## src/rtl/bomb_controller_if.sv

```systemverilog
// Bus between the game logic / VGA pixel path and the bomb controller.
// The master drives frame timing, bomb requests and the current pixel;
// the slave (the bomb controller) returns its drawing request and status.
interface bomb_controller_if;
    logic        startOfFrame;
    logic        placeBomb;
    logic [5:0]  playerTileX;
    logic [5:0]  playerTileY;
    logic [10:0] pixelX;
    logic [10:0] pixelY;
    logic        smileyDrawingRequest;
    logic        BombDrawingRequest;
    logic [7:0]  BombRGB;
    logic        bombActive;
    logic        explodePulse;
    logic        playerHit;

    modport master (
        output startOfFrame, placeBomb, playerTileX, playerTileY,
               pixelX, pixelY, smileyDrawingRequest,
        input  BombDrawingRequest, BombRGB, bombActive, explodePulse, playerHit
    );

    modport slave (
        input  startOfFrame, placeBomb, playerTileX, playerTileY,
               pixelX, pixelY, smileyDrawingRequest,
        output BombDrawingRequest, BombRGB, bombActive, explodePulse, playerHit
    );
endinterface

```

## src/rtl/bomb_controller.sv

```systemverilog
// Bomb lifecycle and drawing object: latches the player tile on a place
// request, counts the fuse in frames, draws a blinking bomb and then a
// cross-shaped blast, and remembers whether the player was caught in it.
module bomb_controller #(
    parameter int TILE_SHIFT     = 5,
    parameter int FUSE_FRAMES    = 120,
    parameter int EXPLODE_FRAMES = 30,
    parameter int BLINK_FRAMES   = 8,
    parameter int RANGE          = 2
) (
    input  logic               clk,
    input  logic               reset,
    bomb_controller_if.slave   bus
);

    localparam int TILE      = 1 << TILE_SHIFT;
    localparam int FUSE_W    = $clog2(FUSE_FRAMES + 1);
    localparam int EXPLODE_W = $clog2(EXPLODE_FRAMES + 1);
    localparam int BLINK_W   = (BLINK_FRAMES > 1) ? $clog2(BLINK_FRAMES) : 1;

    localparam logic [1:0] ST_IDLE      = 2'd0;
    localparam logic [1:0] ST_ARMED     = 2'd1;
    localparam logic [1:0] ST_EXPLODING = 2'd2;

    logic [1:0]            state;
    logic [5:0]            bomb_x;
    logic [5:0]            bomb_y;
    logic [FUSE_W-1:0]     fuse;
    logic [EXPLODE_W-1:0]  explode;
    logic [BLINK_W-1:0]    blink;
    logic                  phase;

    logic [5:0]            tile_x;
    logic [5:0]            tile_y;
    logic [TILE_SHIFT-1:0] off_x;
    logic [TILE_SHIFT-1:0] off_y;
    logic [6:0]            tx7;
    logic [6:0]            ty7;
    logic [6:0]            bx7;
    logic [6:0]            by7;
    logic                  on_bomb_tile;
    logic                  bomb_hit;
    logic                  blast_hit;

    // Split the current pixel into tile index and in-tile offset, then decide
    // whether it falls on the armed bomb body or on the blast cross. Sums are
    // widened to 7 bits so arms reaching past tile 0 or 63 clip instead of wrapping.
    always_comb begin
        tile_x       = 6'(bus.pixelX >> TILE_SHIFT);
        tile_y       = 6'(bus.pixelY >> TILE_SHIFT);
        off_x        = bus.pixelX[TILE_SHIFT-1:0];
        off_y        = bus.pixelY[TILE_SHIFT-1:0];
        tx7          = {1'b0, tile_x};
        ty7          = {1'b0, tile_y};
        bx7          = {1'b0, bomb_x};
        by7          = {1'b0, bomb_y};
        on_bomb_tile = (tile_x == bomb_x) && (tile_y == bomb_y);
        bomb_hit     = (state == ST_ARMED) && on_bomb_tile &&
                       (off_x >= TILE_SHIFT'(2)) && (off_x <= TILE_SHIFT'(TILE - 3)) &&
                       (off_y >= TILE_SHIFT'(2)) && (off_y <= TILE_SHIFT'(TILE - 3));
        blast_hit    = (state == ST_EXPLODING) &&
                       (((ty7 == by7) && (tx7 + 7'(RANGE) >= bx7) && (tx7 <= bx7 + 7'(RANGE))) ||
                        ((tx7 == bx7) && (ty7 + 7'(RANGE) >= by7) && (ty7 <= by7 + 7'(RANGE))));
    end

    // The detonation strobe is high during the frame pulse that burns the last fuse frame.
    assign bus.explodePulse = !reset && (state == ST_ARMED) && bus.startOfFrame &&
                              (fuse == FUSE_W'(1));

    // Bomb lifecycle: place, count down the fuse while blinking, then hold the blast.
    always_ff @(posedge clk) begin
        if (reset) begin
            state          <= ST_IDLE;
            bomb_x         <= '0;
            bomb_y         <= '0;
            fuse           <= '0;
            explode        <= '0;
            blink          <= '0;
            phase          <= 1'b0;
            bus.bombActive <= 1'b0;
        end else begin
            case (state)
                ST_IDLE: begin
                    if (bus.placeBomb) begin
                        state          <= ST_ARMED;
                        bomb_x         <= bus.playerTileX;
                        bomb_y         <= bus.playerTileY;
                        fuse           <= FUSE_W'(FUSE_FRAMES);
                        blink          <= '0;
                        phase          <= 1'b0;
                        bus.bombActive <= 1'b1;
                    end
                end
                ST_ARMED: begin
                    if (bus.startOfFrame) begin
                        if (fuse == FUSE_W'(1)) begin
                            state   <= ST_EXPLODING;
                            fuse    <= '0;
                            explode <= EXPLODE_W'(EXPLODE_FRAMES);
                        end else begin
                            fuse <= fuse - FUSE_W'(1);
                        end
                        if (blink == BLINK_W'(BLINK_FRAMES - 1)) begin
                            blink <= '0;
                            phase <= ~phase;
                        end else begin
                            blink <= blink + BLINK_W'(1);
                        end
                    end
                end
                ST_EXPLODING: begin
                    if (bus.startOfFrame) begin
                        if (explode == EXPLODE_W'(1)) begin
                            state          <= ST_IDLE;
                            explode        <= '0;
                            bus.bombActive <= 1'b0;
                        end else begin
                            explode <= explode - EXPLODE_W'(1);
                        end
                    end
                end
                default: begin
                    state          <= ST_IDLE;
                    bus.bombActive <= 1'b0;
                end
            endcase
        end
    end

    // Sticky player-hit flag: cleared when a new bomb is accepted, set when the player is drawn in the blast.
    always_ff @(posedge clk) begin
        if (reset) begin
            bus.playerHit <= 1'b0;
        end else if ((state == ST_IDLE) && bus.placeBomb) begin
            bus.playerHit <= 1'b0;
        end else if (blast_hit && bus.smileyDrawingRequest) begin
            bus.playerHit <= 1'b1;
        end
    end

    // Registered drawing request and colour, one cycle behind the pixel coordinates.
    always_ff @(posedge clk) begin
        if (reset) begin
            bus.BombDrawingRequest <= 1'b0;
            bus.BombRGB            <= 8'h00;
        end else begin
            bus.BombDrawingRequest <= bomb_hit || blast_hit;
            if (blast_hit) begin
                bus.BombRGB <= on_bomb_tile ? 8'hFC : 8'hF0;
            end else if (bomb_hit) begin
                bus.BombRGB <= phase ? 8'hE0 : 8'h00;
            end else begin
                bus.BombRGB <= 8'h00;
            end
        end
    end

endmodule
```

## src/flat_wrapper.sv

```systemverilog
// flat-port wrapper written by rule: the top's interface ports become plain ports
module bomb_controller_flat 
#(
    parameter int TILE_SHIFT     = 5,
    parameter int FUSE_FRAMES    = 120,
    parameter int EXPLODE_FRAMES = 30,
    parameter int BLINK_FRAMES   = 8,
    parameter int RANGE          = 2
)
  (clk, reset, bus_startOfFrame, bus_placeBomb, bus_playerTileX, bus_playerTileY, bus_pixelX, bus_pixelY, bus_smileyDrawingRequest, bus_BombDrawingRequest, bus_BombRGB, bus_bombActive, bus_explodePulse, bus_playerHit);
  bomb_controller_if bus_i ();
  input  logic clk;
  input  logic reset;
  input wire logic [$bits(bus_i.startOfFrame)-1:0] bus_startOfFrame;
  input wire logic [$bits(bus_i.placeBomb)-1:0] bus_placeBomb;
  input wire logic [$bits(bus_i.playerTileX)-1:0] bus_playerTileX;
  input wire logic [$bits(bus_i.playerTileY)-1:0] bus_playerTileY;
  input wire logic [$bits(bus_i.pixelX)-1:0] bus_pixelX;
  input wire logic [$bits(bus_i.pixelY)-1:0] bus_pixelY;
  input wire logic [$bits(bus_i.smileyDrawingRequest)-1:0] bus_smileyDrawingRequest;
  output wire logic [$bits(bus_i.BombDrawingRequest)-1:0] bus_BombDrawingRequest;
  output wire logic [$bits(bus_i.BombRGB)-1:0] bus_BombRGB;
  output wire logic [$bits(bus_i.bombActive)-1:0] bus_bombActive;
  output wire logic [$bits(bus_i.explodePulse)-1:0] bus_explodePulse;
  output wire logic [$bits(bus_i.playerHit)-1:0] bus_playerHit;
  assign bus_i.startOfFrame = bus_startOfFrame;
  assign bus_i.placeBomb = bus_placeBomb;
  assign bus_i.playerTileX = bus_playerTileX;
  assign bus_i.playerTileY = bus_playerTileY;
  assign bus_i.pixelX = bus_pixelX;
  assign bus_i.pixelY = bus_pixelY;
  assign bus_i.smileyDrawingRequest = bus_smileyDrawingRequest;
  assign bus_BombDrawingRequest = bus_i.BombDrawingRequest;
  assign bus_BombRGB = bus_i.BombRGB;
  assign bus_bombActive = bus_i.bombActive;
  assign bus_explodePulse = bus_i.explodePulse;
  assign bus_playerHit = bus_i.playerHit;
  bomb_controller #(.TILE_SHIFT(TILE_SHIFT), .FUSE_FRAMES(FUSE_FRAMES), .EXPLODE_FRAMES(EXPLODE_FRAMES), .BLINK_FRAMES(BLINK_FRAMES), .RANGE(RANGE)) u_core (.clk(clk), .reset(reset), .bus(bus_i));
endmodule
```

## config.mk

```make
export PLATFORM = sky130hd
export DESIGN_NAME = bomb_controller_flat
export DESIGN_NICKNAME = d
export VERILOG_FILES = /design/src/rtl/bomb_controller_if.sv /design/src/rtl/bomb_controller.sv /design/src/flat_wrapper.sv
export SDC_FILE = /design/constraint.sdc
export NUM_CORES = 1
export LEC_CHECK = 0
export CAP_MARGIN = 10
export CORE_MARGIN = 4
export CORE_UTILIZATION = 57
export CTS_BUF_LIST = sky130_fd_sc_hd__clkbuf_8 sky130_fd_sc_hd__clkbuf_16
export CTS_CLUSTER_SIZE = 14
export DETAILED_ROUTE_END_ITERATION = 8
export DONT_BUFFER_PORTS = 1
export PLACE_DENSITY_LB_ADDON = 0.05
export SETUP_SLACK_MARGIN = 0.4
export SLEW_MARGIN = 25
export SYNTH_ARGS = -nofsm -noshare
export SYNTH_HDL_FRONTEND = slang
export SYNTH_SLANG_ARGS = --single-unit
```

## constraint.sdc

```tcl
create_clock -name clk -period 2.59 [get_ports clk]
set_clock_uncertainty 0.15 [all_clocks]
set_input_delay 0.259 -clock clk [delete_from_list [all_inputs] [get_ports clk]]
set_output_delay 0.259 -clock clk [all_outputs]
set_load 0.01 [all_outputs]
```

==> results of run 1 <==
critical path: stages (launching register included):
cell and delay, ns:
dfxtp_4 0.39, inv_4 0.05, nor3_4 0.20, xnor2_1 0.09, ha_1 0.33, and3_4 0.20
a41oi_2 0.08, a21boi_4 0.16, a2111oi_4 0.38, o21ai_1 0.12, a211oi_1 0.19
layer usage:
layer | share of wire | track usage
met4 | 0.011 | 0.0534
met1 | 0.46 | 0.278
met2 | 0.47 | 0.382
met3 | 0.055 | 0.0622
met5 | 0 | 0
cells by family (layout without fill, tap and decap cells):
kind of cell | count (synthesis) | in the layout | synth area share
flops | 36 | 36 | 0.288
buf+inv | 39 | 57 | 0.0669
compound gates | 71 | 71 | 0.170
fa+ha+maj | 32 | 32 | 0.160
mux | 4 | 4 | 0.0160
simple gates | 113 | 113 | 0.228
other cells | 1 | 2 | 0.00150
xor+xnor | 20 | 20 | 0.0699
Yosys cell counts (2+ instances only):
library cell,number
a2111oi_0,2
a211oi_1,3
a21o_1,3
a21oi_1,36
a22oi_1,2
a311oi_1,2
a31oi_1,2
a41oi_1,2
and2_1,2
and3_1,5
buf_2,2
buf_4,5
clkbuf_1,7
dfxtp_1,36
ha_1,32
inv_1,24
mux2i_1,4
nand2_1,33
nand3_1,9
nand4_1,3
nand4b_1,2
nor2_1,26
nor2b_1,6
nor3_1,15
nor4_1,2
o21ai_0,9
o21ai_1,2
xnor2_1,10
xor2_1,10
timing repair:
action | in CTS | in global routing
hold buffers | 15 | 0
setup buffers | 6 | 1
pin swaps | 3 | 9
hold endpoints to repair | 35 | 0
resized for setup | 13 | 12
endpoints found under the setup margin | 6 | 10
worst max path at each step:
stage / slack, ns / end / cells past startpoint
2_1_floorplan: 0.38 / u_core.bus.playerHit$_SDFFE_PP0P_ / 10
3_3_place_gp: 0.15 / u_core.bus.BombDrawingRequest$_SDFF_PP0_ / 10
3_5_place_dp: 0.16 / u_core.bus.BombDrawingRequest$_SDFF_PP0_ / 10
4_1_cts: 0.22 / u_core.bus.playerHit$_SDFFE_PP0P_ / 10
5_1_grt: 0.06 / u_core.bus.playerHit$_SDFFE_PP0P_ / 10
6_report: 0.16 / u_core.bus.playerHit$_SDFFE_PP0P_ / 10
where the power goes:
part	total (mW)	switching (mW)	internal, mW
clock network	0.483	0.201	0.282
logic	0.290	0.150	0.139
registers	0.606	0.0290	0.577
total	1.38	0.381	0.998
flip-flops by register name (all words and copies together), names as in the netlist:
name                           cells
u_core.blink                       3
u_core.bomb_x                      6
u_core.bomb_y                      6
u_core.bus.BombDrawingRequest      1
u_core.bus.BombRGB                 3
u_core.bus.bombActive              1
u_core.bus.playerHit               1
u_core.explode                     5
u_core.fuse                        7
u_core.phase                       1
u_core.state                       2
metrics by stage:
| stage | setup WS, ns | hold WS [ns] | util | std cells | instance area [um2] |
|---|---|---|---|---|---|
| floorplan | 0.379 | 0.235 | - | 317 | 2530 |
| global placement | 0.154 | 0.175 | 0.618 | 355 | 2540 |
| detailed placement | 0.156 | 0.179 | 0.618 | 355 | 2540 |
| CTS | 0.217 | 0.0312 | 0.707 | 384 | 2910 |
| global route | 0.0596 | 0.0372 | 0.719 | 385 | 2960 |
| finish | 0.163 | 0.0353 | 0.719 | 385 | 2960 |
cell type report:
type | count | area share
Multi-Input combinational cell | 242 | 0.583
Sequential cell | 36 | 0.249
Timing Repair Buffer | 25 | 0.0795
Inverter | 24 | 0.0313
Clock buffer | 5 | 0.0233
Tap cell | 50 | 0.0212
Clock inverter | 3 | 0.0131
==> results.tsv, run 1 <==
stage	metric	value	unit
status	status	complete, no violations	
flow_run	number of max-cap violations	0	
logic_synthesis	asr flop ratio synth	0	
pwr	PwrDens	466	mW/mm2
grt	largest net degree at the start of global routing	36	
sta	Tmin final	2.43	ns
floorplan	die width	74.3	um
routing	First DRT Iteration DRCs	116	
place	placer's final routability congestion estimate	0.832	
sta	slew margin rel.	0.610	
routing	Routed Antenna Nets	0	
grt	initial antenna violation count	0	
clocking	clk slew on worst S/H paths	0.07	ns
sta	RSZ-0062 raised after global routing	true	
cells_and_area	Syn-to-layout area delta	18.1	%
logic_synthesis	Post-Synthesis Mean Instance Area	7.93	um2
clocking	clock root cell	clkbuf_8	
logic_synthesis	flops & latches, synth	36	
logic_synthesis	Post-synth EDFFs	0	
routing	WL/cell	14.8	um
setup_path	Worst EP required	2.65	ns
cells_and_area	most common cell after layout, fill and taps aside	a21oi_1	
setup_path	Worst setup SP type	flop	
sta	Slew Viols, Final	0	
pwr	P_leak	1.18	nW
logic_synthesis	synth warn	0	
setup_path	crit-path max FO	4	
hold_path	worst min-delay path endpoint	u_core.bus.BombRGB[3]$_SDFF_PP0_	
floorplan	Cell Rows	23	
clocking	CTS tree	built	
place	Detailed Place HPWL	3950	um
setup_path	reg2reg path depth	10	
grt	first-pass GRT wire length	9620	um
cells_and_area	Filler Cell Count	323	
floorplan	die area	0.00552	mm2
hold_path	hold_sp	reset	
floorplan	core area	0.00412	mm2
cells_and_area	Multi-input gate area	0.00172	mm2
pwr	Final Power	1.38	mW
grt	gr usage total	0.223	
sta	setup TNS	0	ns
clocking	clk_lat worst skew	0.29	ns
floorplan	Initial Utilization	0.609	
sta	Worst-Margin Slew	0.583	ns
sta	Final Hold Viols	0	
setup_path	crit path capture type	flop	
setup_path	R2R Setup Slk	0.16	ns
cells_and_area	antenna cells	0	
logic_synthesis	Synth area leader	dfxtp_1	
cells_and_area	most frequent cells in the layout	a21oi_1 (36), nand2_1 (33), ha_1 (30), dfxtp_1 (30), nor2_1 (25)	
setup_path	CP Launch Point	u_core.bomb_y[2]$_SDFFE_PP0P_	
logic_synthesis	cell area after synthesis	0.00250	mm2
sta	final period utilization	0.937	
setup_path	RR Startpoint	u_core.bomb_y[2]$_SDFFE_PP0P_	
logic_synthesis	synth unique cells	49	
setup_path	RR Endpoint	u_core.bus.playerHit$_SDFFE_PP0P_	
logic_synthesis	cells after synthesis	316	
grt	global route total overflow	0	
sta	final setup fails	0	
logic_synthesis	main flop type after synthesis	dfxtp_1	
cells_and_area	layout cells sized above 1	0.140	
clocking	CTS H-tree lvls	2	
routing	via count	2220	
setup_path	WP data arrival	2.49	ns
logic_synthesis	register area share after synthesis	0.288	
logic_synthesis	post-synth top area share	0.288	
cells_and_area	FF+latch area	736	um2
routing	vias per cell	5.77	
hold_path	Hold Path Class	in2reg	
clocking	total CTS buffers	5	
routing	detailed-route DRC error count	0	
hold_path	WHS Path Cells	2	
clocking	worst-case clock buffer depth	2	
sta	fmax	412	MHz
pwr	Peak supply drop	0.323	mV
clocking	CTS Sinks	36	
place	I/O Buffers	0	
grt	vias in the first global route	2170	
routing	First-pass DRT Iterations	5	
floorplan	boundary pin count	51	
floorplan	Die H	74.3	um
cells_and_area	nets	405	
setup_path	Setup Crit Path Kind	reg2reg	
routing	Post-Route WL	5700	um
logic_synthesis	synth top area cells	dfxtp_1 (29%), ha_1 (16%), a21oi_1 (7.2%), nand2_1 (4.9%), nor2_1 (3.9%)	
Note: power is estimated with default switching activity, not from simulation.
==> run 2, diff against run 1 <==
Settings changed: CORE_MARGIN 4 to 3.
==> run 2 against run 1 <==
Net effect:
- global-route usage grew 0.086 points
- core utilization down 0.82 points
- flip-flop and latch count did not move
- power is 5.7% lower
- sequential power is essentially flat
- critical path type unchanged
- critical endpoint unchanged
- largest power group unchanged
==> results.tsv, run 2 (synthesis results as in run 1) <==
stage	metric	value	unit
pwr	Clk pwr share	0.311	
grt	initial antenna violation count	0	
sta	setup TNS	0	ns
pwr	Sw Share	0.306	
floorplan	Initial Utilization	0.609	
flow_run	number of max-cap violations	0	
status	status	complete, no violations	
clocking	clk_lat worst skew	0.30	ns
place	I/O Buffers	0	
routing	Routed Antenna Nets	0	
sta	RSZ-0062 raised after global routing	true	
routing	WL/cell	14.9	um
sta	slew margin rel.	0.622	
setup_path	Worst EP required	2.65	ns
routing	detailed-route DRC error count	0	
routing	First-pass DRT Iterations	4	
setup_path	reg2reg path depth	10	
grt	vias in the first global route	2154	
hold_path	Hold Path Class	in2reg	
place	Placed Area	0.00253	mm2
floorplan	core area	0.00412	mm2
cells_and_area	final std cells w/o fill	384	
clocking	clk slew on worst S/H paths	0.08	ns
routing	via count	2205	
sta	fmax	410	MHz
floorplan	boundary pin count	51	
pwr	Final Power	1.30	mW
sta	Final Hold Viols	0	
cells_and_area	most common cell after layout, fill and taps aside	a21oi_1	
setup_path	WP data arrival	2.50	ns
setup_path	Setup Crit Path Kind	reg2reg	
setup_path	Worst setup SP type	flop	
sta	Slew Viols, Final	0	
pwr	P_sw	398	uW
floorplan	Die H	72.3	um
place	placer's final routability congestion estimate	0.861	
clocking	worst-case clock buffer depth	2	
clocking	total CTS buffers	5	
grt	gr usage total	0.224	
routing	vias per cell	5.74	
grt	first-pass GRT wire length	9400	um
pwr	Reg power frac	0.467	
cells_and_area	final instance area	0.00292	mm2
sta	Tmin final	2.44	ns
clocking	CTS H-tree lvls	2	
routing	First DRT Iteration DRCs	141	
pwr	PwrDens	445	mW/mm2
grt	global route total overflow	0	
setup_path	CP max stage delay	0.39	ns
setup_path	crit path cell chain	inv_4, nor3_4, xnor2_1, ha_1, and3_4, a41oi_2, a21boi_4, a2111oi_4, o21ai_1, a211oi_1	
clocking	clock root cell	clkbuf_8	
hold_path	WHS Path Cells	2	
pwr	Int Power	902	uW
floorplan	die width	72.3	um
clocking	CTS tree	built	
cells_and_area	Syn-to-layout area delta	16.7	%
pwr	P_leak	1.17	nW
setup_path	crit path capture type	flop	
pwr	power share of the combinational group	0.222	
cells_and_area	most frequent cells in the layout	a21oi_1 (36), nand2_1 (33), ha_1 (31), dfxtp_1 (30), nor2_1 (25)	
sta	final setup fails	0	
cells_and_area	largest reg by FF count	u_core.fuse	
floorplan	die area	0.00523	mm2
cells_and_area	max reg flops	7	
clocking	CTS Sinks	36	
setup_path	Worst path slowest cell	dfxtp_4	
cells_and_area	antenna cells	0	
floorplan	Cell Rows	23	
cells_and_area	layout cells sized above 1	0.138	
routing	Post-Route WL	5730	um
grt	largest net degree at the start of global routing	36	
cells_and_area	Core Util, Final	0.711	
sta	Worst-Margin Slew	0.565	ns
setup_path	crit-path max FO	5	
pwr	Peak supply drop	0.326	mV
place	DP Cell Count	354	
sta	final period utilization	0.942	
cells_and_area	Largest regs	u_core.fuse x7, u_core.bomb_x x6, u_core.bomb_y x6	
place	Detailed Place HPWL	3940	um
cells_and_area	nets	404	
run 2: through the flow:
stage               setup WS, ns  hold WS (ns)
finish                     0.150        0.0264
detailed placement         0.105         0.178
floorplan                  0.379         0.235
global route              0.0268        0.0218
CTS                        0.153        0.0280
global placement           0.158         0.175
run 2: power by group through the flow:
stage	combinational [mW]	clock, mW	sequential, mW
after CTS	0.270	0.409	0.606
final	0.289	0.404	0.607
after global routing	0.330	0.431	0.611
after detailed placement	0.230	0	0.618
after floorplan	0.203	0	0.610
after global placement	0.224	0	0.618
run 2: path summary, 6_finish.rpt:
| check | from | end | slack (ns) |
|---|---|---|---|
| worst max-delay path | u_core.bomb_y[3]$_SDFFE_PP0P_ | u_core.bus.playerHit$_SDFFE_PP0P_ | 0.15 |
| worst min-delay path | reset | u_core.bus.BombRGB[3]$_SDFF_PP0_ | 0.03 |
| worst max register to register | u_core.bomb_y[3]$_SDFFE_PP0P_ | u_core.bus.playerHit$_SDFFE_PP0P_ | 0.15 |
| worst min register to register | u_core.bomb_y[0]$_SDFFE_PP0P_ | u_core.bomb_y[0]$_SDFFE_PP0P_ | 0.32 |
run 2: timing repair:
item	CTS	global route
gates resized for setup	10	11
setup endpoints to repair	6	10
pin swaps	9	6
setup buffers	4	3
endpoints found under the hold margin	35	0
hold buffers	15	0
run 2: per-layer routing:
metal  GRT usage  share of wire  vias to the layer above
met2       0.392           0.48                       56
li1            -              -                     1136
met3      0.0526          0.052                        6
met1       0.275           0.46                     1007
met5           0              0                        -
met4      0.0564         0.0079                        0
run 2: worst max-delay path: cells and delay by family, from the launching register on:
kind,cells,cell delay [ns]
AOI/OAI and AO/OA,5,0.95
xor gates and xnor gates,1,0.10
adders and majority gates,1,0.33
DFF,1,0.39
and+or+nand+nor,2,0.40
buffers and inverters,1,0.04
run 2: layout make-up:
| type | count | area [um2] |
|---|---|---|
| repair buffers | 24 | 228 |
| flip-flops and latches | 36 | 731 |
| clock buffers | 5 | 68.8 |
| fillers | 340 | 1190 |
| inverters | 24 | 92.6 |
| multi-input cells | 242 | 1720 |
| clock inverters | 3 | 18.8 |
| well taps | 50 | 62.6 |
==> run 3, diff against run 2 <==
Settings changed: CORE_UTILIZATION 57 to 35.
==> run 3 against run 2 <==
Net effect:
- final cell count rose by 12%
- hold slack improved by 0.033 ns
- critical path depth fell by 1
- sequential power barely moved
- worst setup slack improved by 0.025 ns
- first-iteration DRC count fell by 65%
- sequential share of layout area fell by 0.52 points
- core utilization fell by 27 points
- global-route usage fell by 6.9 points
- wire length rose by 8.3%
- non-clock buffer count rose by 1
- critical path type unchanged
- largest cell class unchanged
- highest routed layer unchanged
==> results.tsv, run 3 (synthesis results as in run 1) <==
stage	metric	value	unit
pwr	PwrDens	441	mW/mm2
cells_and_area	largest reg by FF count	u_core.fuse	
cells_and_area	most common cell after layout, fill and taps aside	a21oi_1	
floorplan	boundary pin count	51	
clocking	total CTS buffers	5	
routing	vias per cell	4.96	
setup_path	crit-path max FO	4	
routing	via count	2139	
routing	First-pass DRT Iterations	4	
cells_and_area	antenna cells	0	
setup_path	crit path capture type	flop	
clocking	clk slew on worst S/H paths	0.09	ns
grt	largest net degree at the start of global routing	36	
pwr	P_leak	1.16	nW
sta	Worst-Margin Slew	0.719	ns
cells_and_area	Syn-to-layout area delta	19.6	%
floorplan	core area	0.00687	mm2
sta	Slew Viols, Final	0	
setup_path	Setup Crit Path Kind	reg2reg	
setup_path	Worst setup SP type	flop	
pwr	Peak supply drop	0.187	mV
grt	global route total overflow	0	
routing	detailed-route DRC error count	0	
floorplan	Die H	90.6	um
clocking	clock root cell	clkbuf_8	
routing	First DRT Iteration DRCs	49	
sta	fmax	414	MHz
clocking	CTS Sinks	36	
sta	setup ws final	0.175	ns
cells_and_area	Largest regs	u_core.fuse x7, u_core.bomb_x x6, u_core.bomb_y x6	
routing	Routed Antenna Nets	0	
clocking	worst-case clock buffer depth	2	
cells_and_area	max reg flops	7	
grt	initial antenna violation count	0	
routing	Post-Route WL	6210	um
status	status	complete, no violations	
clocking	CTS tree	built	
hold_path	Hold Path Class	in2reg	
cells_and_area	layout cells sized above 1	0.143	
cells_and_area	most frequent cells in the layout	a21oi_1 (36), nand2_1 (33), ha_1 (31), dfxtp_1 (30), nor2_1 (24)	
cells_and_area	nets	405	
setup_path	Worst EP required	2.64	ns
flow_run	number of max-cap violations	0	
sta	final period utilization	0.932	
sta	final setup fails	0	
clocking	clk_lat worst skew	0.30	ns
clocking	CTS H-tree lvls	2	
sta	slew margin rel.	0.521	
sta	Final Hold Viols	0	
setup_path	WP data arrival	2.47	ns
place	placer's final routability congestion estimate	0.729	
grt	gr usage total	0.155	
sta	setup TNS	0	ns
place	I/O Buffers	0	
grt	first-pass GRT wire length	10300	um
floorplan	die area	0.00821	mm2
floorplan	Cell Rows	30	
grt	vias in the first global route	2144	
floorplan	Initial Utilization	0.365	
sta	RSZ-0062 raised after global routing	true	
place	Detailed Place HPWL	4510	um
place	pre-CTS setup slack	0.121	ns
floorplan	die width	90.6	um
sta	Tmin final	2.41	ns
routing	WL/cell	14.4	um
==> run 3: critical path, cell delays in order, from the launching register on <==
cell       delay (ns)
dfxtp_4          0.37
ha_2             0.18
xnor2_1          0.12
ha_1             0.29
a21o_1           0.19
a211oi_2         0.26
a21boi_4         0.09
a2111oi_4        0.34
o21ai_1          0.12
a211oi_1         0.20
==> run 3: final timing paths <==
| kind | endpoint | slack [ns] | cells after the start | startpoint |
|---|---|---|---|---|
| min | u_core.bus.BombRGB[3]$_SDFF_PP0_ | 0.06 | 2 | reset |
| max | u_core.bus.playerHit$_SDFFE_PP0P_ | 0.18 | 9 | u_core.bomb_y[1]$_SDFFE_PP0P_ |
| max reg2reg | u_core.bus.playerHit$_SDFFE_PP0P_ | 0.18 | 9 | u_core.bomb_y[1]$_SDFFE_PP0P_ |
| min reg2reg | u_core.bomb_x[0]$_SDFFE_PP0P_ | 0.32 | 2 | u_core.bomb_x[0]$_SDFFE_PP0P_ |
==> run 3: through the flow <==
| step | power, mW | util | area [um2] | std cells | hold WS (ns) |
|---|---|---|---|---|---|
| 6_report | 1.32 | 0.436 | 3000 | 431 | 0.0593 |
| 5_1_grt | 1.41 | 0.436 | 3000 | 431 | 0.0391 |
| 4_1_cts | 1.33 | 0.427 | 2930 | 427 | 0.0402 |
| 3_5_place_dp | 0.854 | 0.377 | 2590 | 400 | 0.183 |
| 3_3_place_gp | 0.853 | 0.377 | 2590 | 400 | 0.177 |
| 2_1_floorplan | 0.813 | - | 2530 | 317 | 0.235 |
==> run 3: repair_timing <==
action                     in CTS  in global routing
gates cloned                    0                  0
resized for setup              13                 10
hold endpoints to repair       35                  0
pin swaps                      10                 11
hold buffers                   15                  0
setup buffers                   4                  4
setup endpoints to repair       6                  8
==> run 3: power by group <==
group	total (mW)	switching, mW	internal (mW)	leakage (nW)
clock	0.427	0.236	0.191	0.0404
combinational	0.289	0.152	0.137	0.826
sequential	0.606	0.0287	0.577	0.297
==> run 3: final cells by class <==
type,count,area [um2]
clock buffer,5,68.8
clock inverter,3,23.8
fill,737,3870
inverter,24,92.6
multi-input combinational,242,1720
sequential,36,733
tap,96,120
timing repair buffer,25,235
==> run 3: metal layers <==
metal,vias up,GRT usage,share of wire
met2,30,0.264,0.48
li1,1138,-,-
met5,-,0,0
met4,0,0.0383,0.0058
met1,969,0.196,0.47
met3,2,0.0383,0.038
